### config.mk
export PLATFORM = sky130hd
export DESIGN_NAME = lcd_pixel_pacer
export DESIGN_NICKNAME = d
export VERILOG_FILES = /design/src/rtl/lcd_pixel_pacer_pkg.sv /design/src/rtl/lcd_pixel_fifo.sv /design/src/rtl/lcd_pixel_pacer.sv
export SDC_FILE = /design/constraint.sdc
export NUM_CORES = 1
export LEC_CHECK = 0
export BUFFER_PORTS_ARGS = -buffer_cell sky130_fd_sc_hd__buf_2
export CORE_ASPECT_RATIO = 1.1
export CORE_MARGIN = 5
export CORE_UTILIZATION = 61
export DETAILED_ROUTE_END_ITERATION = 7
export HOLD_SLACK_MARGIN = 0.08
export PLACE_DENSITY = 0.77
export SLEW_MARGIN = 20
export SYNTH_ARGS = -nofsm -noshare
export SYNTH_HDL_FRONTEND = slang
export SYNTH_SLANG_ARGS = --single-unit
### constraint.sdc
create_clock -name clk -period 3.8 [get_ports clk]
set_input_delay 0.19 -clock clk [delete_from_list [all_inputs] [get_ports clk]]
set_output_delay 0.19 -clock clk [all_outputs]
set_load 0.01 [all_outputs]
### src/rtl/lcd_pixel_pacer_pkg.sv
`default_nettype none
// ============================================================================
// Module   : lcd_pkg
// Purpose  : Shared types and screen geometry for the LCD pixel pacer slice.
//            Provides RGB888 pixel and FIFO entry types plus the pacer state
//            encoding used by lcd_pixel_pacer and lcd_pixel_fifo.
// Revision : 1.0 - initial release
// ============================================================================
package lcd_pkg;

    localparam int SCREEN_W  = 320;
    localparam int SCREEN_H  = 240;
    localparam int FRAME_PIX = SCREEN_W * SCREEN_H;
    // Output pixel counter width; 17 bits for the default 320x240 frame.
    localparam int OUT_CNT_W = $clog2(FRAME_PIX);

    typedef struct packed {
        logic [7:0] r;
        logic [7:0] g;
        logic [7:0] b;
    } rgb888_t;

    typedef struct packed {
        logic    sof;
        rgb888_t rgb;
    } pix_entry_t;

    typedef enum logic [1:0] {
        WAIT_INIT = 2'd0,
        WAIT_SOF  = 2'd1,
        STREAM    = 2'd2
    } pacer_state_e;

endpackage

`default_nettype wire

### src/rtl/lcd_pixel_fifo.sv
`default_nettype none
// ============================================================================
// Module   : lcd_pixel_fifo
// Purpose  : Synchronous first-word-fall-through FIFO of pix_entry_t.
//            The head entry is visible on o_head whenever o_empty is low.
//            i_flush empties the FIFO and overrides a same-cycle push/pop.
// Ports    : clk, rst       - clock, synchronous active-high reset
//            i_flush        - discard all entries
//            i_push, i_data - write request and entry (ignored when full)
//            i_pop          - consume head (ignored when empty)
//            o_head         - current head entry
//            o_full/o_empty - occupancy flags
// Revision : 1.0 - initial release
// ============================================================================
module lcd_pixel_fifo
    import lcd_pkg::*;
#(
    parameter int DEPTH = 16
) (
    input  logic       clk,
    input  logic       rst,
    input  logic       i_flush,
    input  logic       i_push,
    input  pix_entry_t i_data,
    input  logic       i_pop,
    output pix_entry_t o_head,
    output logic       o_full,
    output logic       o_empty
);

    localparam int c_addr_w = $clog2(DEPTH);

    pix_entry_t          r_mem [DEPTH];
    // One extra pointer bit distinguishes full from empty.
    logic [c_addr_w:0]   r_wr_ptr;
    logic [c_addr_w:0]   r_rd_ptr;
    logic                w_do_push;
    logic                w_do_pop;

    assign o_empty   = (r_wr_ptr == r_rd_ptr);
    assign o_full    = (r_wr_ptr[c_addr_w-1:0] == r_rd_ptr[c_addr_w-1:0]) &&
                       (r_wr_ptr[c_addr_w] != r_rd_ptr[c_addr_w]);
    assign w_do_push = i_push && !o_full;
    assign w_do_pop  = i_pop && !o_empty;
    assign o_head    = r_mem[r_rd_ptr[c_addr_w-1:0]];

    always_ff @(posedge clk) begin
        if (rst || i_flush) begin
            r_wr_ptr <= '0;
            r_rd_ptr <= '0;
        end else begin
            if (w_do_push) r_wr_ptr <= r_wr_ptr + 1'b1;
            if (w_do_pop)  r_rd_ptr <= r_rd_ptr + 1'b1;
        end
    end

    always_ff @(posedge clk) begin
        if (w_do_push) r_mem[r_wr_ptr[c_addr_w-1:0]] <= i_data;
    end

endmodule

`default_nettype wire

### src/rtl/lcd_pixel_pacer.sv
`default_nettype none
// ============================================================================
// Module   : lcd_pixel_pacer
// Purpose  : Buffers the PPU RGB888 stream and issues lcd_write strobes to the
//            ILI9341 byte driver no closer than PIX_PERIOD clocks apart, while
//            keeping the stream aligned to the driver's free-running x/y.
// Ports    : clk, rst             - 16 MHz clock, synchronous active-high reset
//            in_valid/in_ready    - pixel handshake
//            in_sof, in_r/g/b     - first-pixel-of-frame flag and colour
//            lcd_init             - driver initialized; low forces re-sync
//            lcd_write            - one-cycle pixel strobe
//            lcd_col_r/g/b        - pixel colour, held between strobes
//            ovf_err, frame_err   - sticky error flags
//            tpat_en              - test pattern enable (macro builds only)
// Options  : LCD_PACER_TESTPAT_EN - adds tpat_en and the colour bar generator
// Revision : 1.0 - initial release
// ============================================================================
module lcd_pixel_pacer #(
    parameter int FIFO_DEPTH = 16,
    parameter int PIX_PERIOD = 4,
    parameter int SCREEN_W   = lcd_pkg::SCREEN_W,
    parameter int SCREEN_H   = lcd_pkg::SCREEN_H
) (
    input  logic       clk,
    input  logic       rst,
    input  logic       in_valid,
    input  logic       in_sof,
    input  logic [7:0] in_r,
    input  logic [7:0] in_g,
    input  logic [7:0] in_b,
    output logic       in_ready,
    input  logic       lcd_init,
`ifdef LCD_PACER_TESTPAT_EN
    input  logic       tpat_en,
`endif
    output logic       lcd_write,
    output logic [7:0] lcd_col_r,
    output logic [7:0] lcd_col_g,
    output logic [7:0] lcd_col_b,
    output logic       ovf_err,
    output logic       frame_err
);
    import lcd_pkg::*;

    localparam int                   c_phase_w      = (PIX_PERIOD > 1) ? $clog2(PIX_PERIOD) : 1;
    localparam logic [c_phase_w-1:0] c_phase_reload = c_phase_w'(PIX_PERIOD - 1);
    localparam logic [OUT_CNT_W-1:0] c_frame_last   = OUT_CNT_W'(SCREEN_W * SCREEN_H - 1);

    pacer_state_e          r_state;
    logic [c_phase_w-1:0]  r_phase;
    logic [OUT_CNT_W-1:0]  r_out_cnt;
    logic                  r_write;
    rgb888_t               r_col;
    logic                  r_ovf;
    logic                  r_frame_err;

    pix_entry_t            w_push_data;
    pix_entry_t            w_head;
    logic                  w_push;
    logic                  w_pop;
    logic                  w_flush;
    logic                  w_full;
    logic                  w_empty;
    logic                  w_stream;
    logic                  w_tpat;
    logic                  w_slot;
    logic                  w_wr_evt;
    logic                  w_sof_late;
    logic [OUT_CNT_W-1:0]  w_cnt_next;
    rgb888_t               w_tpat_col;

    assign w_stream   = (r_state == STREAM);
    assign w_slot     = w_stream && lcd_init && (r_phase == '0);
    assign w_wr_evt   = w_slot && (w_tpat || !w_empty);
    // A sof entry arriving mid-frame stays at the head while black pixels pad
    // the frame out; it is only consumed once out_cnt is back at zero.
    assign w_sof_late = w_head.sof && (r_out_cnt != '0);
    assign w_pop      = w_wr_evt && !w_tpat && !w_sof_late;
    assign w_cnt_next = (r_out_cnt == c_frame_last) ? '0 : r_out_cnt + OUT_CNT_W'(1);

    assign in_ready    = !rst && (!w_stream || w_tpat || !w_full);
    assign w_push      = in_valid && in_ready && lcd_init &&
                         (((r_state == WAIT_SOF) && in_sof) || (w_stream && !w_tpat));
    // The test pattern drains the FIFO by holding it flushed.
    assign w_flush     = (r_state == WAIT_INIT) || !lcd_init || w_tpat;
    assign w_push_data = {in_sof, in_r, in_g, in_b};

    lcd_pixel_fifo #(
        .DEPTH (FIFO_DEPTH)
    ) u_fifo (
        .clk     (clk),
        .rst     (rst),
        .i_flush (w_flush),
        .i_push  (w_push),
        .i_data  (w_push_data),
        .i_pop   (w_pop),
        .o_head  (w_head),
        .o_full  (w_full),
        .o_empty (w_empty)
    );

`ifdef LCD_PACER_TESTPAT_EN
    // Bar position tracked incrementally so no divider is needed; it follows
    // out_cnt % SCREEN_W because the frame is a whole number of lines.
    localparam int c_bar_w = SCREEN_W / 8;
    localparam int c_x_w   = $clog2(SCREEN_W);
    localparam int c_bpx_w = (c_bar_w > 1) ? $clog2(c_bar_w) : 1;

    logic [c_x_w-1:0]   r_x;
    logic [c_bpx_w-1:0] r_bar_px;
    logic [2:0]         r_bar;

    assign w_tpat     = w_stream && tpat_en;
    // Bar order W,Y,C,G,M,R,B,K maps to r=~bar[1], g=~bar[2], b=~bar[0].
    assign w_tpat_col = {{8{~r_bar[1]}}, {8{~r_bar[2]}}, {8{~r_bar[0]}}};

    always_ff @(posedge clk) begin
        if (rst || !lcd_init) begin
            r_x      <= '0;
            r_bar_px <= '0;
            r_bar    <= '0;
        end else if (w_wr_evt) begin
            if (r_x == c_x_w'(SCREEN_W - 1)) begin
                r_x      <= '0;
                r_bar_px <= '0;
                r_bar    <= '0;
            end else begin
                r_x <= r_x + 1'b1;
                if (r_bar_px == c_bpx_w'(c_bar_w - 1)) begin
                    r_bar_px <= '0;
                    r_bar    <= r_bar + 1'b1;
                end else begin
                    r_bar_px <= r_bar_px + 1'b1;
                end
            end
        end
    end
`else
    assign w_tpat     = 1'b0;
    assign w_tpat_col = '0;
`endif

    always_ff @(posedge clk) begin
        if (rst) begin
            r_state     <= WAIT_INIT;
            r_phase     <= '0;
            r_out_cnt   <= '0;
            r_write     <= 1'b0;
            r_col       <= '0;
            r_ovf       <= 1'b0;
            r_frame_err <= 1'b0;
        end else begin
            r_write <= 1'b0;
            if (w_stream && in_valid && !in_ready) r_ovf <= 1'b1;

            if (!lcd_init) begin
                // Driver lost or re-initialising: restart alignment from scratch.
                r_state   <= WAIT_INIT;
                r_phase   <= '0;
                r_out_cnt <= '0;
            end else begin
                case (r_state)
                    WAIT_INIT: r_state <= WAIT_SOF;
                    WAIT_SOF:  if (in_valid && in_sof) r_state <= STREAM;
                    STREAM: begin
                        if (w_wr_evt) begin
                            r_write   <= 1'b1;
                            r_phase   <= c_phase_reload;
                            r_out_cnt <= w_cnt_next;
                            if (w_tpat) begin
                                r_col <= w_tpat_col;
                            end else if (w_sof_late) begin
                                r_col       <= '0;
                                r_frame_err <= 1'b1;
                            end else begin
                                r_col <= w_head.rgb;
                                if (!w_head.sof && (r_out_cnt == '0)) r_frame_err <= 1'b1;
                            end
                        end else if (r_phase != '0) begin
                            r_phase <= r_phase - 1'b1;
                        end
                    end
                    default: r_state <= WAIT_INIT;
                endcase
            end
        end
    end

    assign lcd_write = r_write;
    assign lcd_col_r = r_col.r;
    assign lcd_col_g = r_col.g;
    assign lcd_col_b = r_col.b;
    assign ovf_err   = r_ovf;
    assign frame_err = r_frame_err;

endmodule

`default_nettype wire
==> metrics.md, run 1 <==
| Metric | Value |
|---|---|
| Via-to-Cell Ratio | 6.396 |
| Syn Inst Count | between 800 and 900 |
| Full die area | between 30000 and 40000 um^2 |
| Synth cell count leaders | edfxtp_1 (400), mux4_2 (101), dfxtp_1 (62) |
| Run status | complete, no violations |
| Cell area after synthesis | roughly 18000 um^2 |
| First-pass GRT wire length | approximately 55000 um |
| Crit path DAT | between 3 and 4 ns |
| Post_cts resized | 0 |
| Hold path depth | 5 |
| DR iter-0 viols | between 700 and 800 |
| Post-Syn Area per Cell | 19.67 um^2 |
| Slew Viols, Final | 0 |
| Worst-margin pin slew | between 0.9 and 1 ns |
| CP max stage cell | dfxtp_4 |
| ANT nets after route | 0 |
| Main synth FF type | edfxtp_1 |
| Max Clock Freq | approximately 0.35 GHz |
| Input/output buffers | 56 |
| Design area | roughly 20000 um^2 |
| HP Class | input pin to flip-flop |
| CTS max path bufs | 3 |
| Hold EP | r_phase[1] |
| Most used cell, CP | mux4_2 |
| Root Driver | clkbuf_16 |
| Row cnt | 65 |
| Share of cells above drive strength 1 | between 20% and 30% |
| Synth-to-Final Area Change | 13.43% |
| CP delay by family, top | multiplexers |
| Final worst path period need | between 2 and 3 ns |
| Worst Min Path Start | lcd_init |
| Rel. slew slack | roughly 34% |
| Worst setup EP type | flip-flop |
| Placed Cells incl. Taps | 1287 |
| Seq/Total Area, Yosys | approximately 75% |
| Post-synth top area cell | edfxtp_1 |
| Most frequent cell after synthesis | edfxtp_1 |
| Crit-path cells | mux4_2, mux4_2, ha_1, nor3_4, buf_4, a22o_1 |
| CTS Hold Bufs | 27 |
| Cell variety after synth | 46 |
| Final setup vio count | 0 |
| WP buf/inv | 1 |
| PD cells | ~500 nW/um^2 |
| Die H | 188.5 um |
| Largest net degree at the start of global routing | 68 |
| Core area | roughly 29000 um^2 |
| Routed len/inst | approximately 26 um |
| Final HPWL DP | roughly 19000 um |
| Worst skew pair latency | between 0.5 and 0.6 ns |
| Worst-path clk slew | about 0.060 ns |
| Gpl congestion | 0.8154 |
| Clock Skews | between 0.02 and 0.025 ns |
| Top Ports | 57 |
| Buffer count from post-CTS setup fixing | 0 |
| CTS Buf Count | 45 |
| Routed via count | 8942 |
| CTS tree | yes |
| Reg-to-Reg End | lcd_col_r[1] |
| Final Non-Filler Cells | roughly 1400 |
| Ys async rst share | 0% |
| Gr usage total | between 20% and 30% |
| Maxcap violations | 0 |
| Fill count | ~1700 |
| Vias in the first global route | about 9300 |
| CTS H-tree lvls | 2 |
| Final Power | roughly 10 mW |
| Antenna cells | 0 |
| CTS Sinks | between 400 and 500 |
| Max FO, Critical Path | 24 |
| Drt total wl | between 30000 and 40000 um |
| Final WS setup | around 0.93 ns |
| Share of the synthesized area in the top cell type | 68.00% |
| Setup TNS | 0 ns |
| Placed cell area | 18320 um^2 |
| Synth area leaders | edfxtp_1 (68%), mux4_2 (13%), dfxtp_1 (7.0%) |
| Initial Utilization | 61.70% |
| CP required | 4.27 ns |
| Worst Setup Path Type | flip-flop to flip-flop |
| TritonRoute pass-1 iters | 5 |
| Initial antenna violation count | 1 |
| Worst VDD drop | 361.9 uV |
| Startpoint types | flip-flop |
| Reg-to-reg setup timing slack | 0.93 ns |
| Synthesized flop and latch total | between 400 and 500 |
| Pre-CTS setup slack | slightly above 0.9 ns |
| RSZ-0062 raised after global routing | no |
| LEAKAGE | 6.403 nW |
| Slowest stage delay, CP | 0.60 ns |
| # nets final | a little over 1000 |
| Grt ovf | 0 |
| Post-route DRC | 0 |
| Yosys warns | 0 |
| Reg2reg path depth | 6 |
| EDFF count, synth | 400 |
| Die X | roughly 170 um |
| Final hold vios | 0 |
| Mapped Nets | about 940 |
| Period Utilization, post-route | around three quarters |
layer usage:
metal,share of wire (%),vias to the layer above,track usage [%]
li1,-,3887,-
met1,39,4604,31.05
met2,51,368,37.31
met3,7.1,81,4.029
met4,3.1,2,7.227
met5,0.031,-,0
worst reg2reg max path: stages, from the launching register on:
cell     delay (ns)
dfxtp_4        0.60
mux4_2         0.56
mux4_2         0.51
ha_1           0.32
nor3_4         0.20
buf_4          0.40
a22o_1         0.22
kinds of logic after synthesis:
logic type               count (synthesis)  synth area share [%]
AO/OA/AOI/OAI                          120                 4.937
XOR/XNOR                                18                0.9351
adder cells (fa/ha/maj)                  9                0.6375
buffers and inverters                   58                 1.587
flip-flops                             462                 75.03
multiplexers                           106                 13.16
AND/OR/NAND/NOR                        125                 3.712
report_power, final:
part           leakage, nW  switching, mW  total (mW)  internal (mW)
registers             4.10        0.00167        5.50           5.50
clock network        0.704           1.79        4.34           2.55
logic                 1.60         0.0817       0.118         0.0360
flip-flops by register name, summed over array words and instances, names as in the netlist, named ones only:
register	count
lcd_write	1
u_fifo.r_mem	400
r_phase	2
lcd_col_b	8
u_fifo.r_wr_ptr	5
r_state	2
ovf_err	1
u_fifo.r_rd_ptr	5
lcd_col_g	8
lcd_col_r	8
r_out_cnt	17
frame_err	1
worst max path at each step:
stage	from	end	cells past startpoint
2_1_floorplan	r_state[0]	u_fifo.r_mem[3][0]	4
3_3_place_gp	flip-flop	lcd_col_r[1]	6
3_5_place_dp	flip-flop	lcd_col_g[2]	6
4_1_cts	flip-flop	lcd_col_b[7]	6
5_1_grt	flip-flop	lcd_col_b[7]	6
6_report	flip-flop	lcd_col_r[1]	6
layout by cell type (no fill, tap or decap), types with 8 or more instances in the layout:
master | synthesis | layout
inv_1 | 11 | 11
and3_2 | 0 | 14
xnor2_1 | 8 | 8
xor2_1 | 9 | 9
edfxtp_1 | 400 | 400
mux4_2 | 101 | 101
o21ai_0 | 12 | 12
dlygate4sd3_1 | 0 | 27
buf_2 | 14 | 56
nand2_1 | 35 | 35
buf_4 | 2 | 11
nor2_1 | 26 | 25
a21oi_1 | 15 | 15
a22o_1 | 24 | 24
clkbuf_1 | 26 | 17
clkbuf_16 | 0 | 47
ha_1 | 9 | 9
clkinv_2 | 0 | 8
a22oi_1 | 46 | 46
dfxtp_1 | 62 | 60
final cells by class:
type                       instances  area (um^2)  share of cell area [%]
sequential                       462        13260                   66.18
tap                              368        460.4                   2.298
clock inverter                    20        203.9                   1.018
multi-input combinational        378         4177                   20.85
clock buffer                      64         1240                   6.189
inverter                          11        41.29                  0.2061
timing repair buffer              95        653.1                   3.260
through the flow:
stage / utilization [%] / hold slack (ns)
2_1_floorplan: - / 0.2613
3_3_place_gp: 64.00 / 0.4428
3_5_place_dp: 64.00 / 0.4527
4_1_cts: 69.99 / 0.09795
5_1_grt: 69.99 / 0.1309
6_report: 69.99 / 0.1130
(Power assumes the default switching activity.)
==> inputs of run 2 (changes only) <==
--- a/config.mk
+++ b/config.mk
@@ -5,13 +5,14 @@
 export SDC_FILE = /design/constraint.sdc
 export NUM_CORES = 1
 export LEC_CHECK = 0
+export ABC_AREA = 1
 export BUFFER_PORTS_ARGS = -buffer_cell sky130_fd_sc_hd__buf_2
 export CORE_ASPECT_RATIO = 1.1
 export CORE_MARGIN = 5
-export CORE_UTILIZATION = 61
+export CORE_UTILIZATION = 56
 export DETAILED_ROUTE_END_ITERATION = 7
 export HOLD_SLACK_MARGIN = 0.08
-export PLACE_DENSITY = 0.77
+export PLACE_DENSITY = 0.75
 export SLEW_MARGIN = 20
 export SYNTH_ARGS = -nofsm -noshare
 export SYNTH_HDL_FRONTEND = slang
==> constraint.sdc (replaced) <==
create_clock -name clk -period 2.53 [get_ports clk]
set_input_delay 0.1265 -clock clk [delete_from_list [all_inputs] [get_ports clk]]
set_output_delay 0.1265 -clock clk [all_outputs]
set_load 0.01 [all_outputs]
==> metrics.md, run 2 <==
| Metric | Value |
|---|---|
| CP max stage cell | dfxtp_1 (was dfxtp_4) |
| Max FO, Critical Path | 12 (was 24) |
| Ys async rst share | 0% (unchanged) |
| Share of cells above drive strength 1 | 11.47% (was 25.34%) |
| CP delay by family, top | simple AND/OR/NAND/NOR gates (was multiplexers) |
| Most frequent cells in the layout | nand2_1 (492), edfxtp_1 (400), nand3_1 (373) (was edfxtp_1 (400), mux4_2 (101), dfxtp_1 (60)) |
| Main synth FF type | edfxtp_1 (unchanged) |
| Switch share | 19.21% (was 18.77%) |
| Gpl congestion | 0.8289 (was 0.8154) |
| CTS H-tree lvls | 2 (unchanged) |
| EDFF count, synth | 400 (unchanged) |
| Initial Utilization | 56.41% (was 61.70%) |
| Final worst path period need | 2.366 ns (was 2.871 ns) |
| Net Switching | 2.893 mW (was 1.870 mW) |
| Startpoint types | flip-flop (unchanged) |
| Max Clock Freq | 0.4226 GHz (was 0.3483 GHz) |
| LEAKAGE | 7.643 nW (was 6.403 nW) |
| Via-to-Cell Ratio | 5.811 (was 6.396) |
| Synth-to-Final Area Change | 15.23% (was 13.43%) |
| # nets final | 1798 (was 1031) |
| CTS Buf Count | 45 (unchanged) |
| Worst VDD drop | 588.0 uV (was 361.9 uV) |
| Period Utilization, post-route | 93.53% (was 75.56%) |
| Row cnt | 70 (was 65) |
| Die H | 201.5 um (was 188.5 um) |
| Root Driver | clkbuf_16 (unchanged) |
| ANT nets after route | 0 (unchanged) |
| PD cells | 699.9 nW/um^2 (was 497.2 nW/um^2) |
| Drt total wl | 44240 um (was 35770 um) |
| Multiplexer share of the synthesized area | 0% (was 13.16%) |
| Setup TNS | 0 ns (unchanged) |
| RSZ-0062 raised after global routing | yes (was no) |
| TritonRoute pass-1 iters | 5 (unchanged) |
| Share of the synthesized area in the top cell type | 64.32% (was 68.00%) |
| Clock share of power | 43.8% (was 43.6%) |
| CP required | 2.76 ns (was 4.27 ns) |
| Slew Viols, Final | 0 (unchanged) |
| Vias in the first global route | 12610 (was 9286) |
| Seq pwr share | 54.9% (was 55.3%) |
| Mapped Nets | 1710 (was 936) |
| Cell variety after synth | 34 (was 46) |
| Cell area after synthesis | 18680 um^2 (was 17660 um^2) |
| Post-synth top area cell | edfxtp_1 (unchanged) |
| Slowest stage delay, CP | 0.35 ns (was 0.60 ns) |
| CTS Sinks | 462 (unchanged) |
| Post-route DRC | 0 (unchanged) |
| Buffer count from post-CTS setup fixing | 0 (unchanged) |
| Most frequent cell after synthesis | nand2_1 (was edfxtp_1) |
| Post-Synth Simple-Gate Area | 22.59% (was 3.712%) |
| Rel. slew slack | 50.10% (was 33.56%) |
| Antenna cells | 0 (unchanged) |
| Yosys warns | 0 (unchanged) |
| Worst setup EP type | flip-flop (unchanged) |
| Max reg flops | 400 (unchanged) |
| Worst skew pair latency | 0.56 ns (was 0.54 ns) |
| First-pass GRT wire length | 69400 um (was 54860 um) |
| Worst-margin pin slew | 0.7486 ns (was 0.9900 ns) |
| Run status | complete, no violations (unchanged) |
| Syn Inst Count | 1672 (was 898) |
| Post-Syn Area per Cell | 11.17 um^2 (was 19.67 um^2) |
| Final Power | 15.06 mW (was 9.961 mW) |
| Final hold vios | 0 (unchanged) |
| Maxcap violations | 0 (unchanged) |
| Seq/Total Area, Yosys | 70.96% (was 75.03%) |
| Input/output buffers | 56 (unchanged) |
| Top Ports | 57 (unchanged) |
| Synth area leaders | edfxtp_1 (64%), nand3_1 (10%), nand2_1 (9.9%) (was edfxtp_1 (68%), mux4_2 (13%), dfxtp_1 (7.0%)) |
| Largest family of logic cells by synthesized area | simple AND/OR/NAND/NOR gates (was multiplexers) |
| Grt ovf | 0 (unchanged) |
| Synth Area in Adders | 0.6030% (was 0.6375%) |
| Clock Skews | 0.01116 ns (was 0.02218 ns) |
| Synth cell count leaders | nand2_1 (492), edfxtp_1 (400), nand3_1 (373) (was edfxtp_1 (400), mux4_2 (101), dfxtp_1 (62)) |
| Die X | 184.1 um (was 172.2 um) |
| Full die area | 37110 um^2 (was 32460 um^2) |
| Post_cts resized | 0 (unchanged) |
| Gr usage total | 23.84% (was 22.57%) |
| Worst-path clk slew | 0.06 ns (about the same) |
| HP Class | input pin to flip-flop (unchanged) |
| Core area | 33110 um^2 (was 28630 um^2) |
| WP buf/inv | 3 (was 1) |
| Crit path DAT | 2.60 ns (was 3.34 ns) |
| CTS max path bufs | 3 (unchanged) |
| Worst Setup Path Type | flip-flop to flip-flop (unchanged) |
| Final setup vio count | 0 (unchanged) |
| Routed len/inst | 19.86 um (was 25.59 um) |
| Compound-Gate Fraction of Synth Area | 2.097% (was 4.937%) |
| Final HPWL DP | 25200 um (was 18770 um) |
| Synthesized flop and latch total | 462 (unchanged) |
| DR iter-0 viols | 1263 (was 759) |
| Crit-path cells | inv_1, nor2_2, nor2_1, nor2_1, nand4_1, inv_1, nand2_1, nor2_4, buf_4 (was mux4_2, mux4_2, ha_1, nor3_4, buf_4, a22o_1) |
| Routed via count | 12950 (was 8942) |
| Initial antenna violation count | 0 (was 1) |
| Part of the power in combinational logic | 1.3% (was 1.2%) |
| Cell-internal power | 12.17 mW (was 8.091 mW) |
| CTS tree | yes (unchanged) |
| Synth Area in XOR/XNOR | 0.3752% (was 0.9350%) |
| Final core occ | 65.00% (was 69.99%) |
| Largest net degree at the start of global routing | 127 (was 68) |
| Leading cell type in the layout, fill and taps excluded | nand2_1 (was edfxtp_1) |
run 2: final cells by class:
class | count | area, um^2
tap | 432 | 540.5
fill | 2485 | 11590
clock inverter | 16 | 177.7
multi-input combinational | 1063 | 4913
sequential | 462 | 13260
inverter | 51 | 200.2
clock buffer | 67 | 1290
timing repair buffer | 137 | 1136
run 2: logic make-up (layout without fill, tap and decap cells):
family,Yosys count,count (layout)
buffers and inverters,147,271
XOR/XNOR,8,8
AO/OA/AOI/OAI,70,70
AND/OR/NAND/NOR,976,976
adder cells (fa/ha/maj),9,9
flip-flops,462,462
run 2: final timing paths:
kind	startpoint	end	slack (ns)	cells after the start
max reg2reg	r_state[1]	u_fifo.r_mem[6][3]	0.16	9
min reg2reg	lcd_col_g[0]	lcd_col_g[0]	0.46	2
max	r_state[1]	u_fifo.r_mem[6][3]	0.16	9
min	in_valid	ovf_err	0.41	4
run 2: power groups by stage:
stage,clock [mW],combinational (mW),sequential (mW)
floorplan,0,0.0250,8.43
global placement,0,0.150,8.43
detailed placement,0,0.157,8.43
CTS,6.70,0.191,8.27
global route,7.03,0.210,8.26
finish,6.60,0.191,8.27
run 2: worst min-delay path: cells and delay by family:
family	cells	cell delay (ns)
AOI/OAI and AO/OA	1	0.07
buffers and inverters	2	0.65
and+or+nand+nor	1	0.07
run 2: metal layers:
metal | track usage [%] | vias up | share of wire, % | routed length [um]
li1 | - | 6026 | - | -
met1 | 31.89 | 6250 | 40 | 17490
met2 | 39.80 | 557 | 50 | 22030
met3 | 3.797 | 113 | 7.2 | 3193
met4 | 8.479 | 0 | 3.4 | 1526
met5 | 0 | - | 0 | 0
run 2: through the flow:
| stage | cells | hold slack [ns] | setup slack [ns] | cell area [um^2] |
|---|---|---|---|---|
| after floorplan | 1672 | 0.2254 | -0.06483 | 18680 |
| after global placement | 2116 | 0.3922 | 0.3016 | 19760 |
| after detailed placement | 2116 | 0.3965 | 0.1922 | 19760 |
| after CTS | 2228 | 0.3852 | 0.1879 | 21520 |
| after global routing | 2228 | 0.4480 | -0.01553 | 21520 |
| final | 2228 | 0.4051 | 0.1638 | 21520 |
run 2: timing repair:
action | 4_1_cts | 5_1_grt
hold buffers | 29 | 0
endpoints found under the hold margin | 410 | 0
endpoints found under the setup margin | 0 | 22
